--- config.mk ---
export PLATFORM = sky130hd
export DESIGN_NAME = bp_be_issue_queue_nw
export DESIGN_NICKNAME = d
export VERILOG_FILES = /design/src/rtl/bp_be_pkg.sv /design/src/rtl/bp_be_queue_ptr.sv /design/src/rtl/bsg_mem_multiport.sv /design/src/rtl/bp_be_issue_queue_nw.sv
export SDC_FILE = /design/constraint.sdc
export NUM_CORES = 2
export LEC_CHECK = 0
export BUFFER_PORTS_ARGS = -buffer_cell sky130_fd_sc_hd__buf_2
export CORE_ASPECT_RATIO = 1.5
export CORE_MARGIN = 2
export CORE_UTILIZATION = 63
export CTS_CLUSTER_SIZE = 20
export DETAILED_ROUTE_END_ITERATION = 16
export PLACE_DENSITY = 0.81
export SYNTH_ARGS = -nofsm -noshare
export SYNTH_HDL_FRONTEND = slang
export SYNTH_SLANG_ARGS = --single-unit
--- constraint.sdc ---
create_clock -name clk_i -period 11.9 [get_ports clk_i]
set_input_delay 3.57 -clock clk_i [delete_from_list [all_inputs] [get_ports clk_i]]
set_output_delay 3.57 -clock clk_i [all_outputs]
set_load 0.02 [all_outputs]
--- src/rtl/bp_be_pkg.sv ---
// Shared types and helpers for the BE issue queue: default sizing,
// pointer-width helpers and a small popcount for lane masks.
package bp_be_pkg;

    localparam int lanes_gp     = 2;
    localparam int els_gp       = 16;
    localparam int width_gp     = 64;
    localparam int max_lanes_gp = 4;

    function automatic int ptr_w_f(input int els);
        return $clog2(els);
    endfunction

    function automatic int cnt_w_f(input int lanes);
        return $clog2(lanes + 1);
    endfunction

    function automatic int occ_w_f(input int els);
        return $clog2(els) + 1;
    endfunction

    function automatic logic [2:0] popcount_f(input logic [max_lanes_gp-1:0] v);
        logic [2:0] n;
        n = '0;
        for (int i = 0; i < max_lanes_gp; i++) n = n + {2'b00, v[i]};
        return n;
    endfunction

endpackage

--- src/rtl/bp_be_queue_ptr.sv ---
// Wrapping queue pointer: either loads a new value or advances by a
// variable amount; n_o exposes the next value combinationally.
module bp_be_queue_ptr #(
    parameter int width_p = 4,
    parameter int add_w_p = 3
) (
    input  logic               clk_i,
    input  logic               reset_n_i,
    input  logic               load_v_i,
    input  logic [width_p-1:0] load_val_i,
    input  logic [add_w_p-1:0] add_i,
    output logic [width_p-1:0] ptr_o,
    output logic [width_p-1:0] n_o
);

    assign n_o = load_v_i ? load_val_i : ptr_o + width_p'(add_i);

    always_ff @(posedge clk_i or negedge reset_n_i) begin
        if (!reset_n_i) ptr_o <= '0;
        else            ptr_o <= n_o;
    end

endmodule

--- src/rtl/bsg_mem_multiport.sv ---
// Multi-ported register-file store: synchronous writes, combinational reads.
// Callers guarantee write addresses never collide within a cycle.
module bsg_mem_multiport #(
    parameter  int width_p       = 64,
    parameter  int els_p         = 16,
    parameter  int read_ports_p  = 2,
    parameter  int write_ports_p = 2,
    localparam int addr_w        = $clog2(els_p)
) (
    input  logic                                   clk_i,
    input  logic [write_ports_p-1:0]               w_v_i,
    input  logic [write_ports_p-1:0][addr_w-1:0]   w_addr_i,
    input  logic [write_ports_p-1:0][width_p-1:0]  w_data_i,
    input  logic [read_ports_p-1:0][addr_w-1:0]    r_addr_i,
    output logic [read_ports_p-1:0][width_p-1:0]   r_data_o
);

    logic [width_p-1:0] mem [els_p];

    always_ff @(posedge clk_i) begin
        for (int i = 0; i < write_ports_p; i++)
            if (w_v_i[i]) mem[w_addr_i[i]] <= w_data_i[i];
    end

    for (genvar k = 0; k < read_ports_p; k++) begin : g_rd
        assign r_data_o[k] = mem[r_addr_i[k]];
    end

endmodule

--- src/rtl/bp_be_issue_queue_nw.sv ---
// N-lane BE issue queue: circular store with write / read / checkpoint
// pointers, in-order multi-lane dequeue, roll-back to checkpoint and clear.
module bp_be_issue_queue_nw
    import bp_be_pkg::*;
#(
    parameter  int lanes_p = lanes_gp,
    parameter  int els_p   = els_gp,
    parameter  int width_p = width_gp,
    localparam int ptr_w   = ptr_w_f(els_p),
    localparam int cnt_w   = cnt_w_f(lanes_p),
    localparam int occ_w   = occ_w_f(els_p)
) (
    input  logic                       clk_i,
    input  logic                       reset_n_i,
    input  logic                       clr_v_i,
    input  logic                       roll_v_i,
    input  logic [cnt_w-1:0]           commit_cnt_i,
    input  logic [lanes_p-1:0]         enq_v_i,
    input  logic [lanes_p*width_p-1:0] enq_data_i,
    output logic                       enq_ready_o,
    output logic [lanes_p-1:0]         deq_v_o,
    output logic [lanes_p*width_p-1:0] deq_data_o,
    input  logic [lanes_p-1:0]         deq_yumi_i,
    output logic [occ_w-1:0]           occupancy_o
);

    localparam int pw = ptr_w + 1;

    logic [pw-1:0]       wptr, rptr, cptr, wptr_n, rptr_n, cptr_n;
    logic [occ_w-1:0]    occupancy, unread;
    logic [lanes_p-1:0]  enq_fire;
    logic [max_lanes_gp-1:0] enq_pad, yumi_pad;
    logic [2:0]          enq_cnt, yumi_cnt;

    logic [lanes_p-1:0][width_p-1:0] enq_data, rd_data;
    logic [lanes_p-1:0][ptr_w-1:0]   wr_addr, rd_addr;

    assign occupancy   = wptr - cptr;
    assign unread      = wptr - rptr;
    assign occupancy_o = occupancy;

    // Full is judged against the checkpoint so uncommitted entries survive a roll.
    assign enq_ready_o = !clr_v_i && (occupancy <= occ_w'(els_p - lanes_p));
    assign enq_fire    = enq_v_i & {lanes_p{enq_ready_o}};

    assign enq_pad  = max_lanes_gp'(enq_fire);
    assign yumi_pad = max_lanes_gp'(deq_yumi_i);
    assign enq_cnt  = popcount_f(enq_pad);
    assign yumi_cnt = popcount_f(yumi_pad);

    bp_be_queue_ptr #(.width_p(pw), .add_w_p(3)) c_ptr (
        .clk_i      (clk_i),
        .reset_n_i  (reset_n_i),
        .load_v_i   (1'b0),
        .load_val_i ('0),
        .add_i      (3'(commit_cnt_i)),
        .ptr_o      (cptr),
        .n_o        (cptr_n)
    );

    bp_be_queue_ptr #(.width_p(pw), .add_w_p(3)) r_ptr (
        .clk_i      (clk_i),
        .reset_n_i  (reset_n_i),
        .load_v_i   (roll_v_i),
        .load_val_i (cptr_n),
        .add_i      (yumi_cnt),
        .ptr_o      (rptr),
        .n_o        (rptr_n)
    );

    bp_be_queue_ptr #(.width_p(pw), .add_w_p(3)) w_ptr (
        .clk_i      (clk_i),
        .reset_n_i  (reset_n_i),
        .load_v_i   (clr_v_i),
        .load_val_i (rptr_n),
        .add_i      (enq_cnt),
        .ptr_o      (wptr),
        .n_o        (wptr_n)
    );

    assign enq_data = enq_data_i;

    for (genvar k = 0; k < lanes_p; k++) begin : g_lane
        assign wr_addr[k] = wptr[ptr_w-1:0] + ptr_w'(k);
        assign rd_addr[k] = rptr[ptr_w-1:0] + ptr_w'(k);
        assign deq_v_o[k] = !roll_v_i && (unread > occ_w'(k));
        assign deq_data_o[k*width_p +: width_p] = deq_v_o[k] ? rd_data[k] : '0;
    end

    bsg_mem_multiport #(
        .width_p       (width_p),
        .els_p         (els_p),
        .read_ports_p  (lanes_p),
        .write_ports_p (lanes_p)
    ) store (
        .clk_i    (clk_i),
        .w_v_i    (enq_fire),
        .w_addr_i (wr_addr),
        .w_data_i (enq_data),
        .r_addr_i (rd_addr),
        .r_data_o (rd_data)
    );

    logic [lanes_p-1:0] enq_inc, yumi_inc;
    assign enq_inc  = enq_v_i + lanes_p'(1);
    assign yumi_inc = deq_yumi_i + lanes_p'(1);

    a_enq_thermo: assert property (@(posedge clk_i) disable iff (!reset_n_i)
        (enq_v_i & enq_inc) == '0);
    a_yumi_thermo: assert property (@(posedge clk_i) disable iff (!reset_n_i)
        (deq_yumi_i & yumi_inc) == '0);
    a_yumi_subset: assert property (@(posedge clk_i) disable iff (!reset_n_i)
        roll_v_i || ((deq_yumi_i & ~deq_v_o) == '0));
    a_commit: assert property (@(posedge clk_i) disable iff (!reset_n_i)
        occ_w'(commit_cnt_i) <= occ_w'(rptr - cptr));
    a_order: assert property (@(posedge clk_i) disable iff (!reset_n_i)
        occ_w'(rptr - cptr) <= occ_w'(wptr - cptr));
    a_occ: assert property (@(posedge clk_i) disable iff (!reset_n_i)
        (occupancy <= occ_w'(els_p)) && (occ_w'(wptr_n - cptr_n) <= occ_w'(els_p)));

endmodule
Yosys cells after proc, flatten, opt, wreduce, memory -nomap -nowiden:

Memories as Yosys holds them, arrays and structs flattened.
Cells that the tools add are included.

* bits in registers: 15
* bits in latches: 0
* RAM bits: 1024
* ROM bits: 0
* input port bits: 138
* output and inout port bits: 136
* logic and storage cells: 30
* memories kept: 1

* add/subtract/negate cells: 9
* multiply operators: 0
* div/mod/pow operators: 0
* magnitude comparators: 3
* eq/ne operators: 0
* shift-type cells: 0
* muxes and demuxes: 8
* bitwise operators: 1
* reductions and logical operators: 5

Memories
* store.mem: depth 16, bits a word 64, read ports 2, clocked after Yosys merged registers in 0, write ports 2, line bsg_mem_multiport.sv:18 `logic [width_p-1:0] mem [els_p];`

Operator list (count)
* $mux W64: 2
* $add A5 B2 Y5: 3
* $gt A5 B1 Y1 const B: 2
* $mux W5: 2
* $sub A5 B5 Y5: 2
* $add A4 B1 Y4 const B: 2
* $le A5 B4 Y1 const B: 1
* $add A1 B1 Y2: 2
* $mux W1: 4
* $logic_and A1 B1 Y1: 3
* $and A2 B2 Y2: 1
* $logic_not A1 Y1: 2

Logic depth before layout (Yosys ltp):

* word-level depth: 7
* depth in mapped cells: 18
* gate-level depth less buffers: 14

Hierarchy:

From an unflattened synthesis, not the netlist that was laid out.

* cell total of the unflattened synthesis: 3796
* area, all modules: 61440.2 um^2

Modules (own cells, without submodules)
* bsg_mem_multiport: instances 1, cells an instance 3401, area an instance 58298.4 um^2, seq. area each 30749.5 um^2
* bp_be_issue_queue_nw: instances 1, cells an instance 293, area an instance 2094.5 um^2, seq. area each 0.0 um^2
* bp_be_queue_ptr: instances 3, cells an instance 34, area an instance 349.1 um^2, seq. area each 125.1 um^2

Worst setup path before layout:

No wires, ideal clock.

* path kind: input-to-reg
* start: in enq_v_i[0]
* end: mem store.mem[12][0], enable pin
* setup time: 0.667 ns
* arrival: 10.450 ns
* data required time: 11.233 ns
* slack: 0.782 ns
* cell stages on the path: 3
* buffers on the path: 0
* cell sequence: and3_1 > a21oi_1 > nor4b_1

RTL lines
* start, declared: line bp_be_issue_queue_nw.sv:18 `input logic [lanes_p-1:0] enq_v_i,`
* end, declared: line bsg_mem_multiport.sv:18

Worst setup path after layout:

* start: reg r_ptr.ptr_o[0]
* end: out deq_data_o[114]

* word-level cells in the longest chain between the ends: 4
* elaborated cells between the ends (all ways): 6
* those cells by class: 2 x add/sub; 1 x order compare; 1 x mux; 1 x reduce/logical; 1 x memory

Ends and longest elaborated chain
* start, declared: line bp_be_queue_ptr.sv:12 `output logic [width_p-1:0] ptr_o,`
* start signal, assigned: line bp_be_queue_ptr.sv:20 `else ptr_o <= n_o;`
* $sub A5 B5 Y5: line bp_be_issue_queue_nw.sv:39 `assign unread = wptr - rptr;`
* $gt A5 B1 Y1: line bp_be_issue_queue_nw.sv:86 `assign deq_v_o[k] = !roll_v_i && (unread > occ_w'(k));`
* $logic_and A1 B1 Y1: line bp_be_issue_queue_nw.sv:86
* $mux W64 *: line bp_be_issue_queue_nw.sv:87 `assign deq_data_o[k*width_p +: width_p] = deq_v_o[k] ? rd_data[k] : '0;`
* end, declared: line bp_be_issue_queue_nw.sv:22 `output logic [lanes_p*width_p-1:0] deq_data_o,`

Every way passes the cells marked *; elsewhere a longest branch is shown, timed or not.

==> impl_results.md <==
* Psw at 6.68 mW
* Syn Nets at 3914
* Power per cell area at 246 nW/um^2
* Layout cell share with drive strength beyond 1 at 52.2%
* Uppermost layer routed: met5
* First-pass GRT wire length at 269 mm
* Setup tns final at 0 ns
* Synth Area in Adders at 0.427%
* Initial Util at 63.5%
* Gate count after technology mapping at 3758
* Post-synth top area share at 49.9%
* Layout Cells excl Fill at 5173
* Input/output buffers at 273
* Required @ worst endpoint at 8.33 ns
* Mapped Area at 61600 um^2
* Combinational share of power at 51.9%
* Synth Register Bits at 1039
* Total track usage at 37.1%
* Vias per cell at 7.56
* CTS Buffer Depth at 3
* Met2 Routed Length at 89.3 mm
* Area grow syn2layout at 8.45%
* DR iter-0 viols at 5185
* # resized after CTS at 0
* Via count at 39100
* Largest family of logic cells by synthesized area: multiplexers
* Vias in the first global route at 39400
* DRT met1 WL at 63.7 mm
* Number of max-cap violations at 0
* CTS tree: yes
* Worst-Skew Late Latency at 0.71 ns
* Clock Sinks at 1039
* Min-delay worst type: register to register
* Hold_buf cts at 0
* DR WL met3 at 19.8 mm
* Std cell rows at 140
* Vert. Die Dim at 387 um
* Post-route ant nets at 0
* Number of instances in the placed design at 4973
* Post-synthesis mux area share at 39.6%
* Multi-input gate area at 28500 um^2
* TritonCTS Buffers at 98
* Final setup viols at 0
* Clock power share at 19.5%
* Post-synthesis async set-or-reset flop share at 1.44%
* Core Util, Final at 68.8%
* Top_reg_cell synth: edfxtp_1
* DRT Pass-1 Iters at 5
* Drt total wl at 186 mm
* Root buffer cell: clkbuf_16
* Top Ports at 274
* Critical path launch point type: register
* Worst VDD drop at 0.330 mV
* Status: finished clean
* Fin. Hold Viols at 0
* Synth area leader: edfxtp_1
* Total grt overflow at 0
* FF+latch area at 31100 um^2
* Top post-synthesis cells by area: edfxtp_1 (50%), mux4_2 (19%), mux2_2 (17%)
* Worst Tran Pin Value at 1.40 ns
* RSZ-0062 raised after global routing: false
* Tcrit/Tclk final at 73.0%
* CP arrival at 5.12 ns
* Total die area at 100000 um^2
* Crit path kind: register to output port
* Syn_area_per_cell at 16.4 um^2
* Wirelength per Cell at 35.9 um
* P_int at 9.79 mW
* Die X at 259 um
* Compound-Gate Fraction of Synth Area at 2.53%
* Setup WS post-layout at 3.21 ns
* Core area at 97000 um^2
* Synth Warn # at 0
* Post-synth EDFFs at 1024
* Seq/Total Area, Yosys at 50.5%
* Largest net degree at the start of global routing at 140
* Initial antenna violation count at 39
* Slew margin rel. at 6.24%
* Reg power frac at 28.6%
* Final GP Congestion at 0.844
* DP Wirelength at 105 mm
* Crit. End Element: output port
* Worst slack, placed at 3.47 ns
* Clock period minus worst slack at 8.69 ns
* Simple-gate share of the synthesized area at 3.17%
* Slew Viols, Final at 0
* Post-route DRC at 0
* Leak Pwr at 22.0 nW
* Layout Skew at 0.0261 ns
* H-tree Lvls at 3
* Pwr Total at 16.5 mW
* Fillcell total at 6397
* Synth Area in XOR/XNOR at 0.286%
* Critical-path maximum fanout at 129
* Post-CTS Setup Bufs at 0
* Clock-pin transition on the worst setup and hold timing paths at 0.07 ns
* Synth cell types at 42
* Nets at 3951
* Sw Share at 40.6%
* Achievable Freq at 115 MHz
synth_stat cells, types with 2 or more instances:
master and number:
edfxtp_1 1024, nor3_1 8, xor2_1 6, clkbuf_1 265, inv_1 23, buf_4 6, nor4_4 14, buf_2 65
buf_6 37, nand3_1 9, or4_1 3, a21oi_1 9, fa_1 5, nor2_1 10, o21ai_0 5, and3_1 67
nor4_1 7, buf_1 66, ha_1 13, mux2_2 945, mux4_2 512, nor2b_1 66, nand3b_1 2, mux2i_1 129
or3_1 2, or2_2 2, dfrtp_1 15, mux2_1 82, nand2b_1 3, nor3b_1 3, xnor2_1 11, a211oi_1 192
nand2_1 141, a31oi_1 2, nand4_1 2
power by group through the flow:
stage | Clock (mW) | Combinational (mW) | Sequential (mW)
2_1_floorplan | 0 | 6.06 | 4.65
3_3_place_gp | 0 | 8.43 | 4.76
3_5_place_dp | 0 | 8.47 | 4.78
4_1_cts | 3.22 | 8.50 | 4.70
5_1_grt | 3.35 | 8.94 | 4.73
6_report | 3.21 | 8.54 | 4.71
critical path: stages, from the launching register on:
cell and delay, ns:
dfrtp_4 0.69, buf_4 0.67, buf_12 0.73, buf_4 0.92, mux4_2 0.40, nor2b_1 0.14, a211oi_1 0.46, a211oi_1 0.10
buf_2 0.20
registers in the layout (all words and copies together) (netlist names):
signal	cells
c_ptr.ptr_o	5
r_ptr.ptr_o	5
store.mem	1024
w_ptr.ptr_o	5
layout by cell type (no fill, tap or decap), types with 6 or more instances in the layout:
cell | netlist | final
mux2_2 | 945 | 945
buf_12 | 0 | 6
edfxtp_1 | 1024 | 1024
diode_2 | 0 | 22
a211oi_1 | 192 | 192
xnor2_1 | 11 | 10
nor4_4 | 14 | 14
buf_4 | 6 | 98
nand2_1 | 141 | 141
mux2_1 | 82 | 82
nor3_2 | 0 | 8
and3_1 | 67 | 67
nand3_1 | 9 | 9
clkbuf_16 | 0 | 101
buf_2 | 65 | 273
ha_1 | 13 | 12
clkbuf_1 | 265 | 12
clkinv_1 | 0 | 27
a21oi_1 | 9 | 9
mux4_2 | 512 | 512
clkinv_2 | 0 | 19
nor2b_1 | 66 | 66
bufinv_16 | 0 | 12
dfrtp_1 | 15 | 11
nor2_1 | 10 | 10
nor4_2 | 0 | 7
mux2i_1 | 129 | 129
inv_1 | 23 | 20
logic make-up after synthesis:
| family | after synthesis |
|---|---|
| and+or+nand+nor | 340 |
| muxes | 1668 |
| buffers and inverters | 463 |
| AOI/OAI and AO/OA | 212 |
| DFF | 1039 |
| xor gates and xnor gates | 18 |
| adders and majority gates | 18 |
stage by stage:
stage	cell area, um^2	hold slack, ns
after floorplan	61600	0.482
after global placement	63600	0.506
after detailed placement	63600	0.535
after CTS	66700	0.546
after global routing	66800	0.559
final	66800	0.545
area by class of cell:
cell class	count	area share, %
multi-input combinational	2256	42.7
clock buffer	113	3.85
antenna	22	0.0824
timing repair buffer	377	3.33
tap	1278	2.39
clock inverter	65	0.918
inverter	23	0.144
sequential	1039	46.6
metal layers:
layer,global-route usage (%),vias up
li1,-,15500
met1,47.8,20200
met2,58.7,2808
met3,6.69,665
met4,22.8,36
met5,0,-
worst paths after layout:
kind                                           from                    endpoint  slack, ns  cells after the start
setup reg to reg           w_ptr.ptr_o[0]$_DFF_PN0_  store.mem[0][26]$_DFFE_PP_       6.39                     12
max in group asynchronous                 reset_n_i    r_ptr.ptr_o[2]$_DFF_PN0_       8.82                      1
hold reg to reg            c_ptr.ptr_o[2]$_DFF_PN0_    c_ptr.ptr_o[2]$_DFF_PN0_       0.54                      1
setup / recovery           r_ptr.ptr_o[0]$_DFF_PN0_             deq_data_o[114]       3.21                      8
min in group asynchronous                 reset_n_i    w_ptr.ptr_o[1]$_DFF_PN0_       2.79                      1
hold / removal             c_ptr.ptr_o[2]$_DFF_PN0_    c_ptr.ptr_o[2]$_DFF_PN0_       0.54                      1
Note: power is estimated with default switching activity, not from simulation.
